--- config.mk ---
export PLATFORM = sky130hd
export DESIGN_NAME = p_down_timer
export DESIGN_NICKNAME = d
export VERILOG_FILES = /design/src/rtl/p_down_timer_pkg.sv /design/src/rtl/p_down_timer.sv
export SDC_FILE = /design/constraint.sdc
export NUM_CORES = 1
export LEC_CHECK = 0
export ABC_CLOCK_PERIOD_IN_PS = 5550
export CAP_MARGIN = 20
export CORE_UTILIZATION = 54
export CTS_CLUSTER_DIAMETER = 30
export CTS_CLUSTER_SIZE = 25
export DETAILED_ROUTE_END_ITERATION = 12
export MAX_ROUTING_LAYER = met4
export PLACE_DENSITY = 0.83
export SYNTH_ARGS = -nofsm -noshare
export SYNTH_HDL_FRONTEND = slang
export SYNTH_SLANG_ARGS = --single-unit
--- constraint.sdc ---
create_clock -name clk -period 5.55 [get_ports clk]
set_clock_uncertainty 0.15 [all_clocks]
set_input_delay 0.555 -clock clk [delete_from_list [all_inputs] [get_ports clk]]
set_output_delay 0.555 -clock clk [all_outputs]
set_load 0.02 [all_outputs]
--- src/rtl/p_down_timer_pkg.sv ---
// -----------------------------------------------------------------------------
// p_down_timer_pkg
// Shared definitions for the loadable down-counter/timer:
//   - state_t     : FSM state encoding (IDLE / RUN / DONE)
//   - DEFAULT_WIDTH : default bit width of the count and reload register
// -----------------------------------------------------------------------------
package p_down_timer_pkg;

  localparam int DEFAULT_WIDTH = 8;

  typedef enum logic [1:0] {
    ST_IDLE = 2'd0,
    ST_RUN  = 2'd1,
    ST_DONE = 2'd2
  } state_t;

endpackage : p_down_timer_pkg

--- src/rtl/p_down_timer.sv ---
// -----------------------------------------------------------------------------
// p_down_timer
// Loadable, programmable down-counter used as an interval / timeout generator.
// A load captures a start value; the count decrements on enabled cycles and
// raises a one-cycle terminal-count pulse when it expires. At expiry it either
// stops (DONE) or reloads the stored start value for a periodic tick.
//
// Ports:
//   clk          in   rising-edge clock
//   clear        in   asynchronous active-high reset of all state
//   load         in   synchronous load strobe (highest priority after clear)
//   load_value   in   WIDTH-bit start / reload value, sampled when load=1
//   enable       in   count enable; decrement only when high
//   auto_reload  in   1: reload at expiry, 0: stop at zero (sampled at expiry)
//   count        out  current count (registered)
//   tc           out  terminal-count pulse, one cycle per expiry (registered)
//   busy         out  high while running (registered)
//   done         out  high while stopped after expiry (registered)
// -----------------------------------------------------------------------------
module p_down_timer
  import p_down_timer_pkg::*;
#(
  parameter int WIDTH = DEFAULT_WIDTH
) (
  input  logic             clk,
  input  logic             clear,
  input  logic             load,
  input  logic [WIDTH-1:0] load_value,
  input  logic             enable,
  input  logic             auto_reload,
  output logic [WIDTH-1:0] count,
  output logic             tc,
  output logic             busy,
  output logic             done
);

  localparam logic [WIDTH-1:0] ZERO = '0;
  localparam logic [WIDTH-1:0] ONE  = {{(WIDTH-1){1'b0}}, 1'b1};

  state_t           state, state_nx;
  logic [WIDTH-1:0] count_nx;
  logic [WIDTH-1:0] reload_reg, reload_nx;
  logic             tc_nx;

  // Next-state / next-count decision
  always_comb begin
    state_nx  = state;
    count_nx  = count;
    reload_nx = reload_reg;
    tc_nx     = 1'b0;

    if (load) begin
      // A load overrides any expiry in the same cycle, so no tc is produced.
      reload_nx = load_value;
      count_nx  = load_value;
      state_nx  = (load_value != ZERO) ? ST_RUN : ST_IDLE;
    end else if (state == ST_RUN && enable) begin
      if (count > ONE) begin
        count_nx = count - ONE;
      end else if (count == ONE) begin
        tc_nx = 1'b1;
        if (auto_reload) begin
          count_nx = reload_reg;
        end else begin
          count_nx = ZERO;
          state_nx = ST_DONE;
        end
      end
      // count==0 cannot occur in RUN (a zero load goes to IDLE); holding
      // here guarantees the count never wraps below zero.
    end
  end

  // State and output registers
  always_ff @(posedge clk or posedge clear) begin
    if (clear) begin
      state      <= ST_IDLE;
      count      <= '0;
      reload_reg <= '0;
      tc         <= 1'b0;
      busy       <= 1'b0;
      done       <= 1'b0;
    end else begin
      state      <= state_nx;
      count      <= count_nx;
      reload_reg <= reload_nx;
      tc         <= tc_nx;
      // Status flags are registered from the next state so they line up
      // with the state register rather than lagging it by a cycle.
      busy       <= (state_nx == ST_RUN);
      done       <= (state_nx == ST_DONE);
    end
  end

endmodule : p_down_timer

==> flow_metrics.py, run 1 <==
metrics = {
    "outcome": {
        "outcome": "finished, final reports clean",
    },
    "timing": {
        "final_critical_path_setup_slack_ns": 3.142,
        "slew-limit-headroom": 0.4812,
        "holdWs_ns": 0.3716,
        "actual_transition_at_the_worst_max_transition_pin_ns": 0.7773,
        "timing.final.crit_period_ns": 2.408,
        "layout_worst_path_cycle_share": 0.4338,
        "rsz_0062_raised_after_global_routing": "false",
        "finalSetupViolCount": 0,
        "report.final.slew_viol_count": 0,
        "fin_setup_tns_ns": 0,
        "timing_hold_violations_final": 0,
        "achievable-frequency_mhz": 415.4,
    },
    "logic_synthesis": {
        "synth_largest_area_cell": "dfrtp_1",
        "synthesis.area_per_instance_sq_um": 9.918,
        "synthesis.instances": 123,
        "synthDominantCellAreaShare": 0.4308,
        "yosys_register_bits": 21,
        "synth_enable_flop_cells": 0,
        "ys.flop_type": "dfrtp_1",
        "netlist-cell-type-count": 38,
        "synth-warning-count": 0,
        "area_contributors_post_synth": "dfrtp_1 (43%), a221oi_2 (4.9%), mux2_2 (3.7%)",
        "mappedNetlistNets": 138,
        "post_synth_instance_area_sq_um": 1220,
        "synth.yosys.seq_area_share": 0.4308,
        "postSynth.asyncResetShare": 1.000,
    },
    "die": {
        "core.rowCount": 16,
        "die_w_um": 49.53,
        "io_pins": 24,
        "chipHeight_um": 49.53,
        "floorplan.core_area_sq_um": 2042,
        "floorplan.die_area_sq_um": 2453,
        "effective_utilization_at_floorplan": 0.5974,
    },
    "power_and_ir_drop": {
        "internal_power_w": 0.0002507,
        "leakage_power_nw": 0.5905,
        "power.net_switching_w": 0.0001330,
        "total_power_w": 0.0003837,
        "cellPowerDensity_nw_per_um2": 258.1,
        "comb_power_share": 0.307,
        "switching_share": 0.3466,
        "clockPowerShare": 0.188,
        "max-vdd-ir-drop_uv": 179.6,
        "share_seq_of_total_power": 0.505,
    },
    "clock_network": {
        "cts_hold_buffers": 0,
        "cts_sinks": 21,
        "htree_levels": 1,
        "postCtsResizedCells": 0,
        "clk_latency_ns": 0.29,
        "cts-buffers-inserted": 3,
        "cts-root-buf": "clkbuf_4",
        "max-clock-path-buffers": 2,
        "clkTransAtPathRegs_ns": 0.12,
        "cts_tree": "yes",
        "postCtsSetupBuffers": 0,
    },
    "setup_path": {
        "worst-r2r-cell-count": 5,
        "cp-start-kind": "flop",
        "data_arrival_time_of_the_worst_path_ns": 2.49,
        "timing.critical_path.required_ns": 5.63,
        "timing.setup.critical_path_class": "reg -> reg",
        "worstReg2RegStart": "count[2]",
        "critPathMaxFanout": 9,
        "endpoint_kind": "flop",
        "crit_path_start": "count[2]",
    },
    "cells_and_area": {
        "layout-drive-gt1-share": 0.1448,
        "fill_cells": 166,
        "diodes": 0,
        "areaGrowthSynthToFinish_pct": 21.85,
        "layout.nets": 161,
    },
    "placed_design": {
        "placer_s_final_routability_congestion_estimate": 0.9788,
        "placement.io_buffers": 23,
        "hpwlAfterDp_mm": 2.111,
        "placement.setup.worst_slack_ns": 3.068,
    },
    "worst_hold_path": {
        "holdCritStartpoint": "reload_reg[0]",
        "worst_hold_path.num_cells": 1,
        "worst_hold_path_type": "reg -> reg",
    },
    "drt": {
        "wl_per_cell_um": 16.24,
        "post-route-drc-count": 0,
        "first_pass_iters": 5,
        "ant_nets": 0,
        "detail_route.wirelength_mm": 2.793,
        "detail_route.iter0.violations": 54,
        "route.vias.total": 1055,
        "vias_per_cell": 6.134,
    },
    "grt": {
        "grt_util_all_layers": 0.2700,
        "overflow_left_after_global_routing": 0,
        "grt_pass1_wl_mm": 4.878,
        "grt_start_max_net_pins": 32,
        "number_of_antenna_violations_at_the_first_check_in_global_routing": 0,
        "first_global_vias": 1003,
    },
    "job": {
        "maxCapViolations": 0,
    },
}
## cell usage after synthesis, drive strengths merged, types with 4 or more instances
library cell  instances
a21o                  4
nand2                 9
a21oi                 8
o21ai                 8
buf                   4
nor4                  6
a221oi                4
inv                   8
nand3                 4
dfrtp                21
mux2                  4
nor3                  4
nor2                 12
## per-stage QoR
stage                     area [sq um]  instances  utilization
after global placement            1460        168       0.7151
final                             1486        172       0.7279
after floorplan                   1220        123            -
after CTS                         1486        172       0.7279
after detailed placement          1460        168       0.7151
after global routing              1486        172       0.7279
## power by group through the flow
stage               registers [W]  clock network [W]   logic, W
floorplan                0.000198                  0  0.0000701
global placement         0.000196                  0   0.000113
detailed placement       0.000196                  0   0.000116
CTS                      0.000194          0.0000720   0.000117
global route             0.000197          0.0000795   0.000128
finish                   0.000194          0.0000723   0.000118
## cells in the final DEF, fill, tap and decap left out, drive strengths merged, types with 2 or more instances in the layout
cell	count
nand2	9
nor2b	2
clkdlybuf4s50	23
nand3	4
dfrtp	21
a221oi	4
a31oi	2
ha	2
mux2	4
inv	8
nor4	6
o21ai	8
nor2	12
a21o	4
nor3	4
a221o	2
clkbuf	4
a21oi	8
o22a	2
xor2	2
o41ai	2
or2	2
## final cells by class
class / count / area (sq um) / area share
Tap cell: 27 / 33.78 / 0.02273
Clock buffer: 4 / 26.28 / 0.01768
Multi-Input combinational cell: 88 / 633.1 / 0.4259
Sequential cell: 21 / 525.5 / 0.3535
Timing Repair Buffer: 24 / 237.7 / 0.1599
Inverter: 8 / 30.03 / 0.02020
## cells by family (layout without fill, tap and decap cells)
family,after synthesis,in the layout,share of synthesized area
adders and majority gates,2,2,0.02051
and+or+nand+nor,43,43,0.2020
buffers and inverters,14,36,0.05025
muxes,4,4,0.03692
xor gates and xnor gates,2,2,0.01436
DFF,21,21,0.4308
AOI/OAI and AO/OA,37,37,0.2451
## per-layer routing
layer  share of wire  vias up  track usage
met2            0.45       53       0.3806
met1            0.45      489       0.3952
met4           0.040        0       0.1095
li1                -      501            -
met5               0        -            -
met3           0.054       12      0.03086
## final timing paths
path                                  to  slack, ns
setup / recovery                count[1]       3.14
hold / removal             reload_reg[0]       0.37
setup reg to reg                count[1]       3.14
hold reg to reg            reload_reg[0]       0.37
max in group asynchronous  reload_reg[7]       4.23
min in group asynchronous       state[0]       0.54
## critical path, cell delays in order (launching register included)
cell and delay, ns:
dfrtp_1 0.52, or4_4 0.63, nor3_2 0.24, a21oi_1 0.12, a2111oi_1 0.49, a221o_1 0.20
No activity file was read; power rests on OpenSTA's default activity.
==> run 2, diff against run 1 <==
--- a/config.mk
+++ b/config.mk
@@ -5,14 +5,14 @@
 export SDC_FILE = /design/constraint.sdc
 export NUM_CORES = 1
 export LEC_CHECK = 0
-export ABC_CLOCK_PERIOD_IN_PS = 5550
+export ABC_CLOCK_PERIOD_IN_PS = 2300
 export CAP_MARGIN = 20
-export CORE_UTILIZATION = 54
+export CORE_UTILIZATION = 50
 export CTS_CLUSTER_DIAMETER = 30
 export CTS_CLUSTER_SIZE = 25
 export DETAILED_ROUTE_END_ITERATION = 12
 export MAX_ROUTING_LAYER = met4
-export PLACE_DENSITY = 0.83
+export PLACE_DENSITY = 0.78
 export SYNTH_ARGS = -nofsm -noshare
 export SYNTH_HDL_FRONTEND = slang
 export SYNTH_SLANG_ARGS = --single-unit
==> constraint.sdc (replaced) <==
create_clock -name clk -period 2.3 [get_ports clk]
set_clock_uncertainty 0.15 [all_clocks]
set_input_delay 0.23 -clock clk [delete_from_list [all_inputs] [get_ports clk]]
set_output_delay 0.23 -clock clk [all_outputs]
set_load 0.02 [all_outputs]
==> flow_metrics.py, run 2 (synthesized netlist as in run 1, its figures left out) <==
metrics = {
    "outcome": {
        "outcome": "finished, final reports clean",
    },
    "power_and_ir_drop": {
        "internal_power_w": 0.0006258,
        "switching_share": 0.3466,
        "max-vdd-ir-drop_uv": 577.3,
        "cellPowerDensity_nw_per_um2": 614.3,
        "share_seq_of_total_power": 0.462,
        "comb_power_share": 0.354,
        "clockPowerShare": 0.184,
        "leakage_power_nw": 0.6362,
        "power.net_switching_w": 0.0003320,
    },
    "timing": {
        "finalSetupViolCount": 0,
        "timing.final.crit_period_ns": 2.153,
        "achievable-frequency_mhz": 464.4,
        "holdWs_ns": 0.08830,
        "actual_transition_at_the_worst_max_transition_pin_ns": 0.4332,
        "slew-limit-headroom": 0.7101,
        "timing_hold_violations_final": 0,
        "layout_worst_path_cycle_share": 0.9362,
        "report.final.slew_viol_count": 0,
        "final_critical_path_setup_slack_ns": 0.1468,
    },
    "drt": {
        "wl_per_cell_um": 16.47,
        "detail_route.iter0.violations": 64,
        "post-route-drc-count": 0,
        "vias_per_cell": 6.044,
        "ant_nets": 0,
        "detail_route.wirelength_mm": 2.997,
        "route.vias.total": 1100,
        "first_pass_iters": 4,
    },
    "clock_network": {
        "clk_latency_ns": 0.31,
        "clkTransAtPathRegs_ns": 0.11,
        "cts_hold_buffers": 0,
        "max-clock-path-buffers": 2,
        "htree_levels": 1,
        "cts_sinks": 21,
        "cts-root-buf": "clkbuf_4",
        "cts_tree": "yes",
        "cts-buffers-inserted": 3,
    },
    "cells_and_area": {
        "fill_cells": 177,
        "multi_input_area_sq_um": 635.6,
        "most-common-layout-cells": "clkdlybuf4s50_1 (23), dfrtp_1 (21), nor2_1 (11), buf_4 (10), nand2_1 (9)",
        "ff_latch_area_sq_um": 525.5,
        "layout-drive-gt1-share": 0.2078,
        "final_common_cell": "clkdlybuf4s50_1",
        "areaGrowthSynthToFinish_pct": 27.80,
        "diodes": 0,
        "finalCoreUtilization": 0.6915,
        "layout.nets": 170,
    },
    "placed_design": {
        "placer_s_final_routability_congestion_estimate": 0.9577,
        "placement.setup.worst_slack_ns": 0.1178,
        "hpwlAfterDp_mm": 2.269,
        "placement.io_buffers": 23,
    },
    "die": {
        "floorplan.die_area_sq_um": 2641,
        "die_w_um": 51.40,
        "floorplan.core_area_sq_um": 2255,
        "chipHeight_um": 51.40,
        "core.rowCount": 17,
        "io_pins": 24,
        "effective_utilization_at_floorplan": 0.5411,
    },
    "setup_path": {
        "critPathBufInv": 0,
        "cp_top_family": "simple AND/OR/NAND/NOR gates",
        "cp_slowest_stage_delay_ns": 0.58,
        "path_cells": "or4_4 > nor4_4 > a211oi_1 > a221o_1",
        "data_arrival_time_of_the_worst_path_ns": 2.20,
        "critPathMaxFanout": 6,
        "cpMaxStageDelayCell": "or4_4",
        "endpoint_kind": "flop",
        "cp-start-kind": "flop",
        "timing.critical_path.required_ns": 2.35,
        "timing.setup.critical_path_class": "reg -> reg",
    },
    "job": {
        "maxCapViolations": 0,
    },
    "worst_hold_path": {
        "worst_hold_path_type": "in -> async",
    },
    "grt": {
        "overflow_left_after_global_routing": 0,
        "grt_util_all_layers": 0.2765,
        "number_of_antenna_violations_at_the_first_check_in_global_routing": 0,
        "first_global_vias": 1041,
        "grt_start_max_net_pins": 22,
        "grt_pass1_wl_mm": 5.147,
    },
}
run 2: timing repair:
| action | in CTS | in global routing |
|---|---|---|
| resized for setup | 0 | 1 |
| setup buffers | 0 | 1 |
| endpoints found under the setup margin | 0 | 3 |
| endpoints found under the hold margin | 0 | 0 |
run 2: metal layers:
metal	vias up	part of all wire	track usage	routed length, um
met2	63	0.46	0.4156	1390
li1	516	-	-	-
met4	0	0.019	0.1036	57
met3	8	0.057	0.04167	171
met1	513	0.46	0.3769	1377
met5	-	0	-	0
run 2: worst paths after layout:
kind,start,to,slack (ns),cells after the start
worst max register to register,count[5],count[0],0.15,4
worst max-delay path,count[5],count[0],0.15,4
worst min-delay path,clear,reload_reg[0],0.09,3
min in group clk,reload_reg[0],reload_reg[0],0.38,1
worst min register to register,reload_reg[0],reload_reg[0],0.38,1
max in group asynchronous,clear,count[2],1.70,3
run 2: layout make-up:
class,instances,share of cell area
multi-input cells,88,0.4077
flip-flops and latches,21,0.3371
repair buffers,33,0.1958
well taps,28,0.02247
inverters,8,0.01926
clock buffers,3,0.01445
clock inverters,1,0.003210
run 2: power groups by stage:
stage	clock (W)	sequential (W)	combinational [W]
final	0.000176	0.000442	0.000339
after global routing	0.000195	0.000447	0.000368
after CTS	0.000183	0.000441	0.000335
after detailed placement	0	0.000448	0.000333
after global placement	0	0.000446	0.000327
after floorplan	0	0.000477	0.000169
run 2: stage by stage:
step / instance area, sq um / std cells / power (W) / TNS, ns
3_3_place_gp: 1521 / 177 / 0.0007732 / 0
2_1_floorplan: 1220 / 123 / 0.0006461 / 0
6_report: 1559 / 182 / 0.0009578 / 0
5_1_grt: 1559 / 182 / 0.001009 / -0.00001865
4_1_cts: 1549 / 181 / 0.0009582 / 0
3_5_place_dp: 1521 / 177 / 0.0007809 / 0
run 2: worst min-delay path: cells and delay by family:
| family | cells | cell delay (ns) |
|---|---|---|
| buf+inv | 3 | 0.70 |
